File: src/rtl/prm_edge_check_if.sv
// Bus between the roadmap builder / obstacle grid store and the PRM edge checker.
// The master side issues edge requests and returns grid occupancy; the slave is the checker.
interface prm_edge_check_if #(
    parameter int STEPPERS_NUM = 6,
    parameter int AXIS_BITS    = 3,
    parameter int LOG_SAMPLES  = 4
);
    localparam int GRID_AW = STEPPERS_NUM * AXIS_BITS;

    logic                        start;
    logic                        startReady;
    logic [32*STEPPERS_NUM-1:0]  startPose;
    logic [32*STEPPERS_NUM-1:0]  endPose;
    logic                        abort;
    logic                        gridRdEn;
    logic [GRID_AW-1:0]          gridAddr;
    logic                        gridRdData;
    logic                        busy;
    logic                        done;
    logic                        collide;
    logic [LOG_SAMPLES:0]        hitStep;

    modport master (
        output start, startPose, endPose, abort, gridRdData,
        input  startReady, gridRdEn, gridAddr, busy, done, collide, hitStep
    );

    modport slave (
        input  start, startPose, endPose, abort, gridRdData,
        output startReady, gridRdEn, gridAddr, busy, done, collide, hitStep
    );
endinterface

File: src/rtl/prm_edge_check.sv
// PRM edge-validity engine: walks the joint-space segment start->end in 2^LOG_SAMPLES
// steps, looks each quantised pose up in the obstacle grid and reports the first hit.
module prm_edge_check #(
    parameter int STEPPERS_NUM = 6,
    parameter int AXIS_BITS    = 3,
    parameter int POS_SHIFT    = 16,
    parameter int LOG_SAMPLES  = 4
) (
    input  logic            CLK,
    input  logic            RST_n,
    prm_edge_check_if.slave bus
);
    localparam int GRID_AW = STEPPERS_NUM * AXIS_BITS;
    localparam int ACC_W   = 33 + LOG_SAMPLES;
    localparam int SAMPLES = 1 << LOG_SAMPLES;
    localparam logic [LOG_SAMPLES:0] LAST_K = (LOG_SAMPLES + 1)'(SAMPLES);

    localparam logic [1:0] ST_IDLE  = 2'd0;
    localparam logic [1:0] ST_ISSUE = 2'd1;
    localparam logic [1:0] ST_DRAIN = 2'd2;
    localparam logic [1:0] ST_DONE  = 2'd3;

    function automatic logic [AXIS_BITS-1:0] axis_field(input logic [31:0] pos);
        return pos[POS_SHIFT +: AXIS_BITS];
    endfunction

    // Arithmetic shift floors toward minus infinity; only the low 32 bits matter
    // because start + offset always lands back inside [start, end].
    function automatic logic [31:0] floor_step(input logic signed [ACC_W-1:0] acc);
        logic signed [ACC_W-1:0] q;
        q = acc >>> LOG_SAMPLES;
        return q[31:0];
    endfunction

    function automatic logic signed [ACC_W-1:0] sext_delta(input logic signed [32:0] d);
        return {{(ACC_W-33){d[32]}}, d};
    endfunction

    logic [1:0]                r_state;
    logic [LOG_SAMPLES:0]      r_k;
    logic                      r_gridRdEn;
    logic [GRID_AW-1:0]        r_gridAddr;
    logic                      r_done;
    logic                      r_collide;
    logic [LOG_SAMPLES:0]      r_hitStep;
    logic                      r_vld_p1;
    logic [LOG_SAMPLES:0]      r_step_p1;

    logic [31:0]               r_start [STEPPERS_NUM];
    logic signed [32:0]        r_delta [STEPPERS_NUM];
    logic signed [ACC_W-1:0]   r_acc   [STEPPERS_NUM];

    logic signed [32:0]        w_delta_in [STEPPERS_NUM];
    logic signed [ACC_W-1:0]   w_acc_next [STEPPERS_NUM];
    logic [GRID_AW-1:0]        w_addr_start;
    logic [GRID_AW-1:0]        w_addr_next;
    logic                      w_accept;
    logic                      w_hit;

    genvar gi;
    generate
        for (gi = 0; gi < STEPPERS_NUM; gi++) begin : g_axis
            assign w_delta_in[gi] = $signed({1'b0, bus.endPose[32*gi +: 32]})
                                  - $signed({1'b0, bus.startPose[32*gi +: 32]});
            assign w_acc_next[gi] = r_acc[gi] + sext_delta(r_delta[gi]);
            assign w_addr_start[AXIS_BITS*gi +: AXIS_BITS] = axis_field(bus.startPose[32*gi +: 32]);
            assign w_addr_next[AXIS_BITS*gi +: AXIS_BITS]  = axis_field(r_start[gi] + floor_step(w_acc_next[gi]));
        end
    endgenerate

    assign w_accept = (r_state == ST_IDLE) && bus.start;
    // p1: occupancy for the read tagged by r_vld_p1/r_step_p1 is on gridRdData now
    assign w_hit    = r_vld_p1 && bus.gridRdData;

    always_ff @(posedge CLK or negedge RST_n) begin
        if (!RST_n) begin
            r_state    <= ST_IDLE;
            r_k        <= '0;
            r_gridRdEn <= 1'b0;
            r_gridAddr <= '0;
            r_done     <= 1'b0;
            r_collide  <= 1'b0;
            r_hitStep  <= '0;
            r_vld_p1   <= 1'b0;
        end else begin
            r_done <= 1'b0;
            case (r_state)
                ST_IDLE: begin
                    if (bus.start) begin
                        r_state    <= ST_ISSUE;
                        r_k        <= '0;
                        r_gridRdEn <= 1'b1;
                        r_gridAddr <= w_addr_start;
                        r_vld_p1   <= 1'b0;
                        r_collide  <= 1'b0;
                        r_hitStep  <= '0;
                    end
                end
                ST_ISSUE, ST_DRAIN: begin
                    if (bus.abort) begin
                        r_state    <= ST_IDLE;
                        r_gridRdEn <= 1'b0;
                        r_vld_p1   <= 1'b0;
                    end else if (w_hit) begin
                        r_state    <= ST_DONE;
                        r_gridRdEn <= 1'b0;
                        r_vld_p1   <= 1'b0;
                        r_collide  <= 1'b1;
                        r_hitStep  <= r_step_p1;
                        r_done     <= 1'b1;
                    end else if (r_state == ST_DRAIN) begin
                        r_state    <= ST_DONE;
                        r_vld_p1   <= 1'b0;
                        r_collide  <= 1'b0;
                        r_hitStep  <= '0;
                        r_done     <= 1'b1;
                    end else begin
                        r_vld_p1 <= r_gridRdEn;
                        if (r_k == LAST_K) begin
                            r_state    <= ST_DRAIN;
                            r_gridRdEn <= 1'b0;
                        end else begin
                            r_k        <= r_k + 1'b1;
                            r_gridAddr <= w_addr_next;
                        end
                    end
                end
                default: begin
                    r_state <= ST_IDLE;
                end
            endcase
        end
    end

    // p0: interpolation state for the step currently on the grid bus
    always_ff @(posedge CLK) begin
        if (w_accept) begin
            for (int i = 0; i < STEPPERS_NUM; i++) begin
                r_start[i] <= bus.startPose[32*i +: 32];
                r_delta[i] <= w_delta_in[i];
                r_acc[i]   <= '0;
            end
        end else if (r_state == ST_ISSUE && r_k != LAST_K) begin
            for (int i = 0; i < STEPPERS_NUM; i++) begin
                r_acc[i] <= w_acc_next[i];
            end
        end
        r_step_p1 <= r_k;
    end

    assign bus.startReady = (r_state == ST_IDLE);
    assign bus.busy       = (r_state != ST_IDLE);
    assign bus.gridRdEn   = r_gridRdEn;
    assign bus.gridAddr   = r_gridAddr;
    assign bus.done       = r_done;
    assign bus.collide    = r_collide;
    assign bus.hitStep    = r_hitStep;
endmodule
File: src/flat_wrapper.sv
// flat-port wrapper written by rule: the top's interface ports become plain ports
module prm_edge_check_flat 
#(
    parameter int STEPPERS_NUM = 6,
    parameter int AXIS_BITS    = 3,
    parameter int POS_SHIFT    = 16,
    parameter int LOG_SAMPLES  = 4
)
  (CLK, RST_n, bus_start, bus_startPose, bus_endPose, bus_abort, bus_gridRdData, bus_startReady, bus_gridRdEn, bus_gridAddr, bus_busy, bus_done, bus_collide, bus_hitStep);
  prm_edge_check_if #(.STEPPERS_NUM(STEPPERS_NUM), .AXIS_BITS(AXIS_BITS), .LOG_SAMPLES(LOG_SAMPLES)) bus_i ();
  input  logic CLK;
  input  logic RST_n;
  input wire logic [$bits(bus_i.start)-1:0] bus_start;
  input wire logic [$bits(bus_i.startPose)-1:0] bus_startPose;
  input wire logic [$bits(bus_i.endPose)-1:0] bus_endPose;
  input wire logic [$bits(bus_i.abort)-1:0] bus_abort;
  input wire logic [$bits(bus_i.gridRdData)-1:0] bus_gridRdData;
  output wire logic [$bits(bus_i.startReady)-1:0] bus_startReady;
  output wire logic [$bits(bus_i.gridRdEn)-1:0] bus_gridRdEn;
  output wire logic [$bits(bus_i.gridAddr)-1:0] bus_gridAddr;
  output wire logic [$bits(bus_i.busy)-1:0] bus_busy;
  output wire logic [$bits(bus_i.done)-1:0] bus_done;
  output wire logic [$bits(bus_i.collide)-1:0] bus_collide;
  output wire logic [$bits(bus_i.hitStep)-1:0] bus_hitStep;
  assign bus_i.start = bus_start;
  assign bus_i.startPose = bus_startPose;
  assign bus_i.endPose = bus_endPose;
  assign bus_i.abort = bus_abort;
  assign bus_i.gridRdData = bus_gridRdData;
  assign bus_startReady = bus_i.startReady;
  assign bus_gridRdEn = bus_i.gridRdEn;
  assign bus_gridAddr = bus_i.gridAddr;
  assign bus_busy = bus_i.busy;
  assign bus_done = bus_i.done;
  assign bus_collide = bus_i.collide;
  assign bus_hitStep = bus_i.hitStep;
  prm_edge_check #(.STEPPERS_NUM(STEPPERS_NUM), .AXIS_BITS(AXIS_BITS), .POS_SHIFT(POS_SHIFT), .LOG_SAMPLES(LOG_SAMPLES)) u_core (.CLK(CLK), .RST_n(RST_n), .bus(bus_i));
endmodule
File: config.mk
export PLATFORM = sky130hd
export DESIGN_NAME = prm_edge_check_flat
export DESIGN_NICKNAME = d
export VERILOG_FILES = /design/src/rtl/prm_edge_check_if.sv /design/src/rtl/prm_edge_check.sv /design/src/flat_wrapper.sv
export SDC_FILE = /design/constraint.sdc
export NUM_CORES = 1
export LEC_CHECK = 0
export ABC_CLOCK_PERIOD_IN_PS = 10090
export CORE_UTILIZATION = 50
export DETAILED_ROUTE_END_ITERATION = 8
export DONT_BUFFER_PORTS = 1
export PLACE_DENSITY = 0.73
export SETUP_SLACK_MARGIN = 0.02
export SYNTH_ARGS = -nofsm -noshare
export SYNTH_HDL_FRONTEND = slang
export SYNTH_SLANG_ARGS = --single-unit
File: constraint.sdc
create_clock -name CLK -period 10.09 [get_ports CLK]
set_input_delay 0.5045 -clock CLK [delete_from_list [all_inputs] [get_ports CLK]]
set_output_delay 0.5045 -clock CLK [all_outputs]
set_load 0.02 [all_outputs]
# Word level (Yosys, flattened, before mapping)
# Memory sizes are Yosys's and may differ from the RTL's.
# Index checks and enable logic that the tools add are counted.
classes:
  bitwise: 6
  n_addsub: 19
  mux: 52
  eq_ne: 13
  reduce_logical: 12
op_table:
  columns: ["cell", "count"]
  rows:
  - ["$add A37 B33 Y37", 6]
  - ["$mux W37", 6]
  - ["$sub A32 B32 Y33", 6]
  - ["$add A19 B19 Y19", 6]
  - ["$mux W18", 5]
  - ["$mux W5", 8]
  - ["$pmux W18 S2", 1]
  - ["$mux W1", 21]
  - ["$pmux W5 S2", 2]
  - ["$mux W2", 5]
  - ["$ne A2 B2 Y1 const B", 5]
  - ["$reduce_and A4 Y1", 2]
  - ["$or A1 B1 Y1", 6]
  - ["$pmux W1 S2", 3]
  - ["$reduce_and A6 Y1", 1]
  - ["$add A5 B1 Y5 const B", 1]
  - ["$eq A5 B5 Y1 const B", 1]
  - ["$ne A5 B2 Y1 const B", 1]
  - ["$ne A5 B5 Y1 const B", 1]
  - ["$ne A4 B2 Y1 const B", 1]
  - ["$ne A4 B3 Y1 const B", 1]
  - ["$pmux W2 S2", 1]
  - ["$reduce_and A2 Y1", 2]
  - ["$reduce_bool A2 Y1", 2]
  - ["other kinds (6)", 8]
word_totals:
  inputBits: 389
  n_memories: 3
  elab_cells: 114
  regBits: 39
  out_inout_bits: 28
  ramBits: 612
memory_table:
  columns: ["name", "depth", "word_bits", "read_ports", "rd_clocked_by_memory_dff", "write_ports", "line", "rtl"]
  rows:
  - ["u_core.r_acc", 6, 37, 6, 0, 6, "prm_edge_check.sv:51", "logic signed [ACC_W-1:0] r_acc [STEPPERS_NUM];"]
  - ["u_core.r_delta", 6, 33, 6, 0, 6, "prm_edge_check.sv:50", "logic signed [32:0] r_delta [STEPPERS_NUM];"]
  - ["u_core.r_start", 6, 32, 6, 0, 6, "prm_edge_check.sv:49", "logic [31:0] r_start [STEPPERS_NUM];"]

# Logic depth before layout (Yosys ltp)
# Gate-level depths: netlist (run 1).
logic_depth:
  word_depth: 7
  mapped_depth: 21
  ltp_nobuf: 21

# Worst setup path after synthesis (run 1)
# Ideal clock, no wire load.
synth_path:
  path_type: "register to register"
  startpoint: "reg u_core.r_state[0]"
  endpoint: "mem u_core.r_acc[0][157] in the netlist's numbering, data pin"
  required_time_ps: 9835
  n_path_buf: 2
  setup_ps: 255
  path_slack_ps: 2356
  period_less_slack_ps: 7734
  arrival_time_ps: 7479
  path_stages_with_launch: 9
  cell_sequence: "dfrtp_1 inv_1 ha_1 nand2_1 inv_1 nor2_1 clkbuf_1 clkbuf_1 and2_1"
synth_lines:
  columns: ["item", "line", "rtl"]
  rows:
  - ["start: declaration", "prm_edge_check.sv:39", "logic [1:0] r_state;"]
  - ["start signal: assignment", "prm_edge_check.sv:77", "r_state <= ST_IDLE;"]
  - ["start signal: assignment", "prm_edge_check.sv:90", "r_state <= ST_ISSUE;"]
  - ["start signal: assignment", "prm_edge_check.sv:101", "r_state <= ST_IDLE;"]
  - ["end: declaration", "prm_edge_check.sv:51", null]

==> impl_metrics.toml, run 1 <==
[worst_setup_path]
cp-start-kind = "flop"
critPathArrivalTime_ns = 5.77
endpoint_kind = "flop"
data_required_time_at_the_worst_endpoint_ns = 10.54
cp_max_fo = 5
crit_type = "reg -> reg"

[logic_synthesis]
yosys.area.top_type_share = 0.393
ys_seq_elements = 429
synthesis.area_sq_um = 29800
synth_seq_area_share = 0.425
synth.area.top_cells = "edfxtp_1 39%, ha_1 16%, xnor2_1 4.8%"
synth_enable_flop_cells = 390
synth_commonest_cells = "390 x edfxtp_1, 372 x ha_1, 237 x inv_1"
post-synth-top-area-cell = "edfxtp_1"
yosys_warnings = 0
synthDistinctLibCells = 88
dominantRegCellSynth = "edfxtp_1"
fraction_of_registers_with_async_set_reset = 0.0793
netlist_instances = 2844
avgSynthCellArea_sq_um = 10.5
postSynthNetCount = 3617
post-synth-top-count-cell = "edfxtp_1"

[grt]
number_of_antenna_violations_at_the_first_check_in_global_routing = 1
grt_overflow = 0
groute.usage.overall = 0.234
grt_first_pass_wirelength_mm = 114
first_global_vias = 22500
grt_max_degree = 143

[placement]
place.port_buffers = 0
place_area_sq_um = 30700
post-place-cells = 3592
gp_weighted_congestion = 0.925
dpl.hpwl_mm = 52.1

[sta]
part_of_the_cycle_the_worst_path_needs = 0.527
hold_violations_final = 0
setup_total_negative_slack_ns = 0
finalMaxSlewViolations = 0
finalCriticalPeriod_ns = 5.32
final.setup_skew_ns = 0.0205
worst_slew_pin_slew_ns = 1.14
timing.final.setup_violations = 0
achievable-frequency_ghz = 0.188
rsz0062_at_grt = "false"
timing.slew.headroom = 0.240

[power]
intPower_mw = 6.51
p_per_area_nw_per_um2 = 335
power_switching_mw = 4.74
vdd.ir_drop.worst_v = 0.000207
power_frac_seq = 0.273
combinational_power_share = 0.557
leakage_nw = 14.3
swShare = 0.421
clkPwrFrac = 0.170

[cells_and_area]
layout_area_overhead_pct = 12.8
finish.net_count = 3760
finish.cell_count_without_fillers = 3802
final_instance_area_sq_um = 33600
drive_gt1_frac = 0.0426

[die]
chipWidth_um = 246
die_height_um = 246
floorplan.initialDensity = 0.506
ioPinCount = 417
core-area_sq_um = 58900
die_area_sq_um = 60600
placement_rows = 89

[outcome]
status = "completed"

[run]
cap_viol_max_count = 0

[drt]
initialDrtViolationCount = 1422
drtAntennaViolNets = 0
detail_route.drc_violations = 0
detailedRoute.firstPassIterationCount = 6
post_drt_wl_per_cell_um = 18.9
postRouteWirelength_mm = 71.9
route.vias.total = 22300
vias_per_cell = 5.87

[clock_network]
cts_num_sinks = 429
ctsHtreeMaxLevel = 2
clk_root_buffer_cell = "clkbuf_16"
max-clock-path-buffers = 3
cts.clk_slew.worst_paths_ns = 0.06
cts_made_buffers = 50
cts_tree = "yes"
cts_setup_buffers = 0
clk-insertion-delay-late_ns = 0.59

[min_path]
holdCritPathClass = "in -> reg"
-- what timing repair did --
item,4_1_cts,5_1_grt
gates resized for setup,0,0
endpoints found under the hold margin,148,0
hold buffers,116,0
-- metal layers --
layer,vias up,global-route usage,share of wire
li1,10800,-,-
met1,10600,0.292,0.43
met2,694,0.406,0.48
met3,153,0.0398,0.061
met4,2,0.0828,0.031
met5,-,0,0.00024
-- kinds of logic after synthesis --
kind of cell,Yosys count,synth area share
AO/OA/AOI/OAI,791,0.177
AND/OR/NAND/NOR,714,0.122
flip-flops,429,0.425
adder cells (fa/ha/maj),384,0.164
buffers and inverters,270,0.0344
XOR/XNOR,242,0.0721
multiplexers,14,0.00475
-- placed cells by master, fill, tap and decap left out, types with 117 or more instances in the layout --
master    instances
ha_1            371
nand2_1         127
xnor2_1         163
nor2_1          163
and2_1          117
o21ai_0         152
inv_1           236
a21o_1          121
edfxtp_1        390
a21oi_1         210
-- stage by stage --
step                      setup slack, ns  power (mW)  utilization  hold WS, ns
after detailed placement             4.90        9.21        0.521        0.209
final                                4.77        11.2        0.570        0.129
after global placement               5.13        8.94        0.521        0.210
after CTS                            4.78        11.3        0.570       0.0820
after floorplan                      2.36        7.82            -        0.209
after global routing                 4.51        12.2        0.570        0.106
-- power groups by stage --
stage	Sequential [mW]	Clock [mW]	Combinational (mW)
floorplan	3.08	0	4.74
global placement	3.08	0	5.86
detailed placement	3.09	0	6.12
CTS	3.07	1.95	6.25
global route	3.12	2.01	7.02
finish	3.07	1.91	6.27
-- cell type report --
type	instances	area [sq um]
inverters	237	897
well taps	773	967
multi-input cells	2145	16100
clock inverters	35	405
repair buffers	124	1230
clock buffers	58	1310
fillers	4785	25300
flip-flops and latches	429	12700
diodes	1	2.50
-- critical path, stage by stage (launching register included) --
cell       delay (ns)
edfxtp_1         0.38
ha_1             0.22
inv_1            0.07
fa_1             0.19
nand2b_1         0.14
a21oi_1          0.10
o31a_1           0.29
o41a_1           0.52
a211oi_2         0.28
xnor2_1          0.18
ha_1             0.30
a2111oi_0        0.64
o21ai_0          0.31
nor4_1           0.39
o211ai_1         0.27
a41o_1           0.32
a21oi_1          0.18
xnor2_1          0.17
xnor2_1          0.14
o21ai_0          0.08
-- path summary, 6_finish.rpt --
check                                                    start                             endpoint  slack, ns  cells past startpoint
worst max-delay path            u_core.r_delta[4][0]$_DFFE_PP_  u_core.bus.gridAddr[14]$_DFFE_PN0P_       4.77                     19
worst min-delay path                            bus_gridRdData            u_core.bus.done$_DFF_PN0_       0.13                      2
worst max register to register  u_core.r_delta[4][0]$_DFFE_PP_  u_core.bus.gridAddr[14]$_DFFE_PN0P_       4.77                     19
worst min register to register       u_core.r_k[1]$_DFFE_PN0P_          u_core.r_step_p1[1]$_DFF_P_       0.44                      0
max in group asynchronous                                RST_n   u_core.bus.gridAddr[4]$_DFFE_PN0P_       9.48                      2
min in group asynchronous                                RST_n  u_core.bus.gridAddr[13]$_DFFE_PN0P_       0.38                      2
-- flip-flops by register name (all words and copies together) (netlist names) --
name and flops:
u_core.r_acc 138, u_core.r_delta 138, u_core.r_start 114, u_core.bus.gridAddr 18
u_core.bus.hitStep 5, u_core.r_k 5, u_core.r_step_p1 5, u_core.r_state 2
u_core.bus.collide 1, u_core.bus.done 1, u_core.bus.gridRdEn 1, u_core.r_vld_p1 1
Power figures use the tool's default switching activity.
==> run 2: changes to the inputs <==
--- a/config.mk
+++ b/config.mk
@@ -5,7 +5,7 @@
 export SDC_FILE = /design/constraint.sdc
 export NUM_CORES = 1
 export LEC_CHECK = 0
-export ABC_CLOCK_PERIOD_IN_PS = 10090
+export ABC_CLOCK_PERIOD_IN_PS = 5400
 export CORE_UTILIZATION = 50
 export DETAILED_ROUTE_END_ITERATION = 8
 export DONT_BUFFER_PORTS = 1
==> constraint.sdc (replaced) <==
create_clock -name CLK -period 5.4 [get_ports CLK]
set_input_delay 0.27 -clock CLK [delete_from_list [all_inputs] [get_ports CLK]]
set_output_delay 0.27 -clock CLK [all_outputs]
set_load 0.02 [all_outputs]
==> impl_metrics.toml, run 2 (synthesized netlist as in run 1, its figures left out) <==
[grt]
grt_first_pass_wirelength_mm = 116
number_of_antenna_violations_at_the_first_check_in_global_routing = 10
grt_max_degree = 144
groute.usage.overall = 0.239
grt_overflow = 0
first_global_vias = 22700

[worst_setup_path]
data_required_time_at_the_worst_endpoint_ns = 5.84
worstReg2RegEnd = "u_core.bus.gridAddr[14]$_DFFE_PN0P_"
worst_path_max_delay_cell = "a2111oi_0"
reg2regPathDepth = 19
worst_path_cell_trace = "ha_1 -> a21o_1 -> a21o_1 -> a2111oi_4 -> o211ai_1 -> a21oi_1 -> nand2b_1 -> a21oi_1 -> xnor2_1 -> ha_1 -> a2111oi_0 -> o21ai_0 -> nor4_1 -> o211ai_1 -> a41o_1 -> a21oi_1 -> xnor2_1 -> xnor2_1 -> o21ai_0"
endpoint_kind = "flop"
r2r_setup_slack_ns = 0.36
crit_type = "reg -> reg"
slowest_cell_delay_on_critical_path_ns = 0.49
cp_max_fo = 4
timing.rr.start = "u_core.r_delta[4][1]$_DFFE_PP_"
worst_setup_path_endpoint = "u_core.bus.gridAddr[14]$_DFFE_PN0P_"
critPathArrivalTime_ns = 5.48
cp-start-kind = "flop"
critical_path.top_delay_family = "compound AO/OA/AOI/OAI gates"
critical_path.startpoint = "u_core.r_delta[4][1]$_DFFE_PP_"
critPathBufInv = 0
crit_cells = 19

[clock_network]
cts_made_buffers = 49
cts.clk_slew.worst_paths_ns = 0.06
ctsHtreeMaxLevel = 2
clk_root_buffer_cell = "clkbuf_16"
max-clock-path-buffers = 3
cts_tree = "yes"
cts_num_sinks = 429
clk-insertion-delay-late_ns = 0.60

[sta]
timing.final.setup_violations = 0
rsz0062_at_grt = "false"
finalMaxSlewViolations = 0
worst_slew_pin_slew_ns = 1.05
hold_violations_final = 0
timing.slew.headroom = 0.296
finalCriticalPeriod_ns = 5.04
achievable-frequency_ghz = 0.198
postLayoutSetupSlackWorst_ns = 0.356
final.setup_skew_ns = 0.0268
part_of_the_cycle_the_worst_path_needs = 0.934

[cells_and_area]
drive_gt1_frac = 0.0413
layout_common_cells = "390 x edfxtp_1, 371 x ha_1, 234 x inv_1, 210 x a21oi_1"
combined_flip_flop_and_latch_cell_area_sq_um = 12700
layout_area_overhead_pct = 13.3
finish.net_count = 3763
largest_regs = "u_core.r_acc (138), u_core.r_delta (138), u_core.r_start (114)"
final_util = 0.573
multi_input_area_sq_um = 16100
layout.cells.most_common = "edfxtp_1"
nFillCells = 4769

[die]
placement_rows = 89
core-area_sq_um = 58900
die_height_um = 246
die_area_sq_um = 60600
floorplan.initialDensity = 0.506
chipWidth_um = 246
ioPinCount = 417

[placement]
detailedPlace.worstSlack_ns = 0.393
dpl.hpwl_mm = 53.9
gp_weighted_congestion = 0.937
place.port_buffers = 0

[drt]
vias_per_cell = 5.89
initialDrtViolationCount = 1372
post_drt_wl_per_cell_um = 19.4
detailedRoute.firstPassIterationCount = 5
postRouteWirelength_mm = 74.0
detail_route.drc_violations = 0
drtAntennaViolNets = 0
route.vias.total = 22400

[outcome]
status = "completed"

[min_path]
holdCritPathClass = "in -> reg"
min_path_cells = 3

[power]
leakage_nw = 14.4
p_per_area_nw_per_um2 = 625
vdd.ir_drop.worst_v = 0.000394

[run]
cap_viol_max_count = 0
## run 2: cell count changes in the layout (fill, tap and decap cells not counted), moves of 3 or more
cell           previous run  this run
buf_4                     8         5
clkbuf_1                  6         9
clkinv_2                 12         3
diode_2                   1         8
dlygate4sd3_1           115       120
clkbuf_16                51        56
## run 2: per-layer routing
| layer | GRT usage | vias up | wire [um] |
|---|---|---|---|
| met4 | 0.0952 | 12 | 2420 |
| met1 | 0.287 | 10700 | 30400 |
| met3 | 0.0453 | 165 | 4200 |
| met5 | 0 | - | 90 |
| li1 | - | 10800 | - |
| met2 | 0.420 | 681 | 36900 |
## run 2: report_power, final
part	switching, mW	total, mW	leakage (nW)	internal [mW]
Combinational	6.85	11.7	9.27	4.85
Sequential	0.568	5.73	4.26	5.16
Clock	1.42	3.66	0.862	2.24
Total	8.84	21.1	14.4	12.3
## run 2: stage by stage
stage | power, mW | cell area, sq um | hold slack (ns) | setup TNS (ns) | cells
finish | 21.1 | 33800 | 0.0370 | 0 | 3811
global route | 22.8 | 33700 | 0.0189 | 0 | 3807
global placement | 16.6 | 30700 | -0.0248 | 0 | 3591
detailed placement | 17.2 | 30700 | -0.0250 | 0 | 3591
floorplan | 14.6 | 29800 | -0.0256 | -20.83 | 2844
CTS | 21.1 | 33700 | 0.00506 | 0 | 3803
## run 2: worst min path at each step
stage	start	endpoint
3_5_place_dp	RST_n	u_core.r_k[3]$_DFFE_PN0P_
6_report	bus_endPose[0]	u_core.r_delta[0][0]$_DFFE_PP_
5_1_grt	bus_endPose[32]	u_core.r_delta[1][0]$_DFFE_PP_
2_1_floorplan	RST_n	u_core.bus.collide$_DFFE_PN0P_
4_1_cts	bus_endPose[96]	u_core.r_delta[3][0]$_DFFE_PP_
3_3_place_gp	RST_n	u_core.bus.hitStep[4]$_DFFE_PN0P_
## run 2: area by class of cell
type | count | area share
multi-input cells | 2145 | 0.478
flip-flops and latches | 429 | 0.375
repair buffers | 128 | 0.0387
diodes | 8 | 0.000593
inverters | 237 | 0.0265
clock inverters | 23 | 0.00849
well taps | 773 | 0.0287
clock buffers | 68 | 0.0437
## run 2: worst register-to-register path: stages (launching register included)
cell       delay, ns
edfxtp_1        0.39
ha_1            0.31
a21o_1          0.17
a21o_1          0.23
a2111oi_4       0.44
o211ai_1        0.23
a21oi_1         0.25
nand2b_1        0.08
a21oi_1         0.21
xnor2_1         0.12
ha_1            0.20
a2111oi_0       0.49
o21ai_0         0.26
nor4_1          0.41
o211ai_1        0.24
a41o_1          0.29
a21oi_1         0.19
xnor2_1         0.16
xnor2_1         0.13
o21ai_0         0.09
## run 2: repair_timing
item | in CTS | in global routing
gates resized for setup | 0 | 1
setup buffers | 0 | 0
endpoints found under the setup margin | 0 | 1
endpoints found under the hold margin | 176 | 0
hold buffers | 121 | 0
==> run 3: changes to the inputs <==
--- a/config.mk
+++ b/config.mk
@@ -6,10 +6,12 @@
 export NUM_CORES = 1
 export LEC_CHECK = 0
 export ABC_CLOCK_PERIOD_IN_PS = 5400
+export CORE_MARGIN = 4
 export CORE_UTILIZATION = 50
 export DETAILED_ROUTE_END_ITERATION = 8
 export DONT_BUFFER_PORTS = 1
 export PLACE_DENSITY = 0.73
+export RECOVER_POWER = 50
 export SETUP_SLACK_MARGIN = 0.02
 export SYNTH_ARGS = -nofsm -noshare
 export SYNTH_HDL_FRONTEND = slang
==> impl_metrics.toml, run 3 (synthesized netlist as in run 1, its figures left out) <==
[sta]
timing.final.setup_violations = 0
worst_slew_pin_slew_ns = 2.80
setup_total_negative_slack_ns = 0
achievable-frequency_ghz = 0.199
finalMaxSlewViolations = 207
hold_violations_final = 0
finalCriticalPeriod_ns = 5.03
part_of_the_cycle_the_worst_path_needs = 0.931
postLayoutSetupSlackWorst_ns = 0.372
final.setup_skew_ns = 0.0200
whs_ns = 0.0464
rsz0062_at_grt = "false"
timing.slew.headroom = -0.868

[grt]
first_global_vias = 22800
grt_overflow = 0
number_of_antenna_violations_at_the_first_check_in_global_routing = 12
grt_max_degree = 171
groute.usage.overall = 0.228
grt_first_pass_wirelength_mm = 117

[worst_setup_path]
critPathBufInv = 0
slowest_cell_delay_on_critical_path_ns = 0.46
worst_path_max_delay_cell = "a2111oi_2"
cp_max_fo = 3
crit_type = "reg -> reg"
critPathArrivalTime_ns = 5.46
endpoint_kind = "flop"
data_required_time_at_the_worst_endpoint_ns = 5.84
cp-start-kind = "flop"
r2r_setup_slack_ns = 0.37
worst_path_cell_trace = "ha_1 -> fa_1 -> a21o_1 -> a21oi_2 -> o211ai_1 -> a2111oi_2 -> o211ai_1 -> and3_1 -> o21ai_0 -> a21oi_1 -> ha_1 -> or3_1 -> a211o_1 -> nor3_1 -> a221oi_1 -> o41ai_1 -> xnor3_1 -> mux2i_1 -> o21ai_1"
critical_path.top_delay_family = "compound AO/OA/AOI/OAI gates"

[placement]
gp_weighted_congestion = 0.927
place_area_sq_um = 30800
detailedPlace.worstSlack_ns = 0.374
post-place-cells = 3590
dpl.hpwl_mm = 54.5
place.port_buffers = 0

[cells_and_area]
drive_gt1_frac = 0.0403
finish.cell_count_without_fillers = 3816
largest_regs = "u_core.r_acc (138), u_core.r_delta (138), u_core.r_start (114)"
layout_common_cells = "390 x edfxtp_1, 372 x ha_1, 235 x inv_1, 210 x a21oi_1"
final_util = 0.571
finish.net_count = 3763
layout_area_overhead_pct = 13.1
final_instance_area_sq_um = 33700
layout.cells.most_common = "edfxtp_1"

[power]
power_switching_mw = 8.88
combinational_power_share = 0.556
total_power_mw = 21.1
intPower_mw = 12.2
leakage_nw = 14.3
clkPwrFrac = 0.173
power_frac_seq = 0.272
p_per_area_nw_per_um2 = 627
swShare = 0.421
vdd.ir_drop.worst_v = 0.000379

[clock_network]
cts_made_buffers = 50
cts_tree = "yes"
max-clock-path-buffers = 3
clk-insertion-delay-late_ns = 0.59
ctsHtreeMaxLevel = 2
cts.clk_slew.worst_paths_ns = 0.06
cts_setup_buffers = 0
clk_root_buffer_cell = "clkbuf_16"
cts_num_sinks = 429

[drt]
postRouteWirelength_mm = 75.0
vias_per_cell = 5.90
post_drt_wl_per_cell_um = 19.7
route.vias.total = 22500
detailedRoute.firstPassIterationCount = 5
detail_route.drc_violations = 0
initialDrtViolationCount = 1357
drtAntennaViolNets = 0

[outcome]
status = "finished with violations"
violated_checks = "max-capacitance violations, max-slew violations"

[die]
ioPinCount = 417
chipWidth_um = 252
floorplan.initialDensity = 0.505
die_height_um = 252
core-area_sq_um = 59000
placement_rows = 89
die_area_sq_um = 63500

[min_path]
holdCritPathClass = "in -> reg"

[run]
cap_viol_max_count = 5
run 3: path summary, 6_finish.rpt:
path,startpoint,end,cells after the start
min in group asynchronous,RST_n,u_core.bus.gridAddr[10]$_DFFE_PN0P_,2
min reg2reg,u_core.r_k[1]$_DFFE_PN0P_,u_core.r_step_p1[1]$_DFF_P_,0
min,bus_endPose[64],u_core.r_delta[2][0]$_DFFE_PP_,3
max in group asynchronous,RST_n,u_core.bus.hitStep[2]$_DFFE_PN0P_,2
max reg2reg,u_core.r_acc[0][185]$_SDFFCE_PN0P_,u_core.bus.gridAddr[17]$_DFFE_PN0P_,19
max,u_core.r_acc[0][185]$_SDFFCE_PN0P_,u_core.bus.gridAddr[17]$_DFFE_PN0P_,19
run 3: power groups by stage:
stage / combinational [mW] / sequential [mW] / clock (mW)
6_report: 11.7 / 5.74 / 3.65
5_1_grt: 13.1 / 5.84 / 3.87
4_1_cts: 11.7 / 5.73 / 3.74
3_5_place_dp: 11.4 / 5.78 / 0
3_3_place_gp: 10.9 / 5.75 / 0
2_1_floorplan: 8.88 / 5.71 / 0
run 3: repair_timing:
item                                    CTS  global route
hold buffers                            121             0
endpoints found under the setup margin    0             1
hold endpoints to repair                176             0
resized for setup                         0             2
run 3: area by class of cell:
| class | instances | area (sq um) |
|---|---|---|
| diodes | 12 | 30.0 |
| multi-input cells | 2145 | 16100 |
| repair buffers | 127 | 1280 |
| clock inverters | 37 | 450 |
| well taps | 773 | 967 |
| fillers | 4946 | 25300 |
| inverters | 237 | 891 |
| flip-flops and latches | 429 | 12700 |
| clock buffers | 56 | 1310 |
run 3: layer usage:
metal,vias to the layer above,global-route usage,share of wire
li1,10800,-,-
met1,10800,0.279,0.41
met2,671,0.401,0.50
met3,152,0.0410,0.056
met4,4,0.0881,0.033
met5,-,0,0.00044
run 3: tightest hold or removal path, cell delays in order:
cell	delay, ns
inv_1	0.04
ha_1	0.12
inv_1	0.03
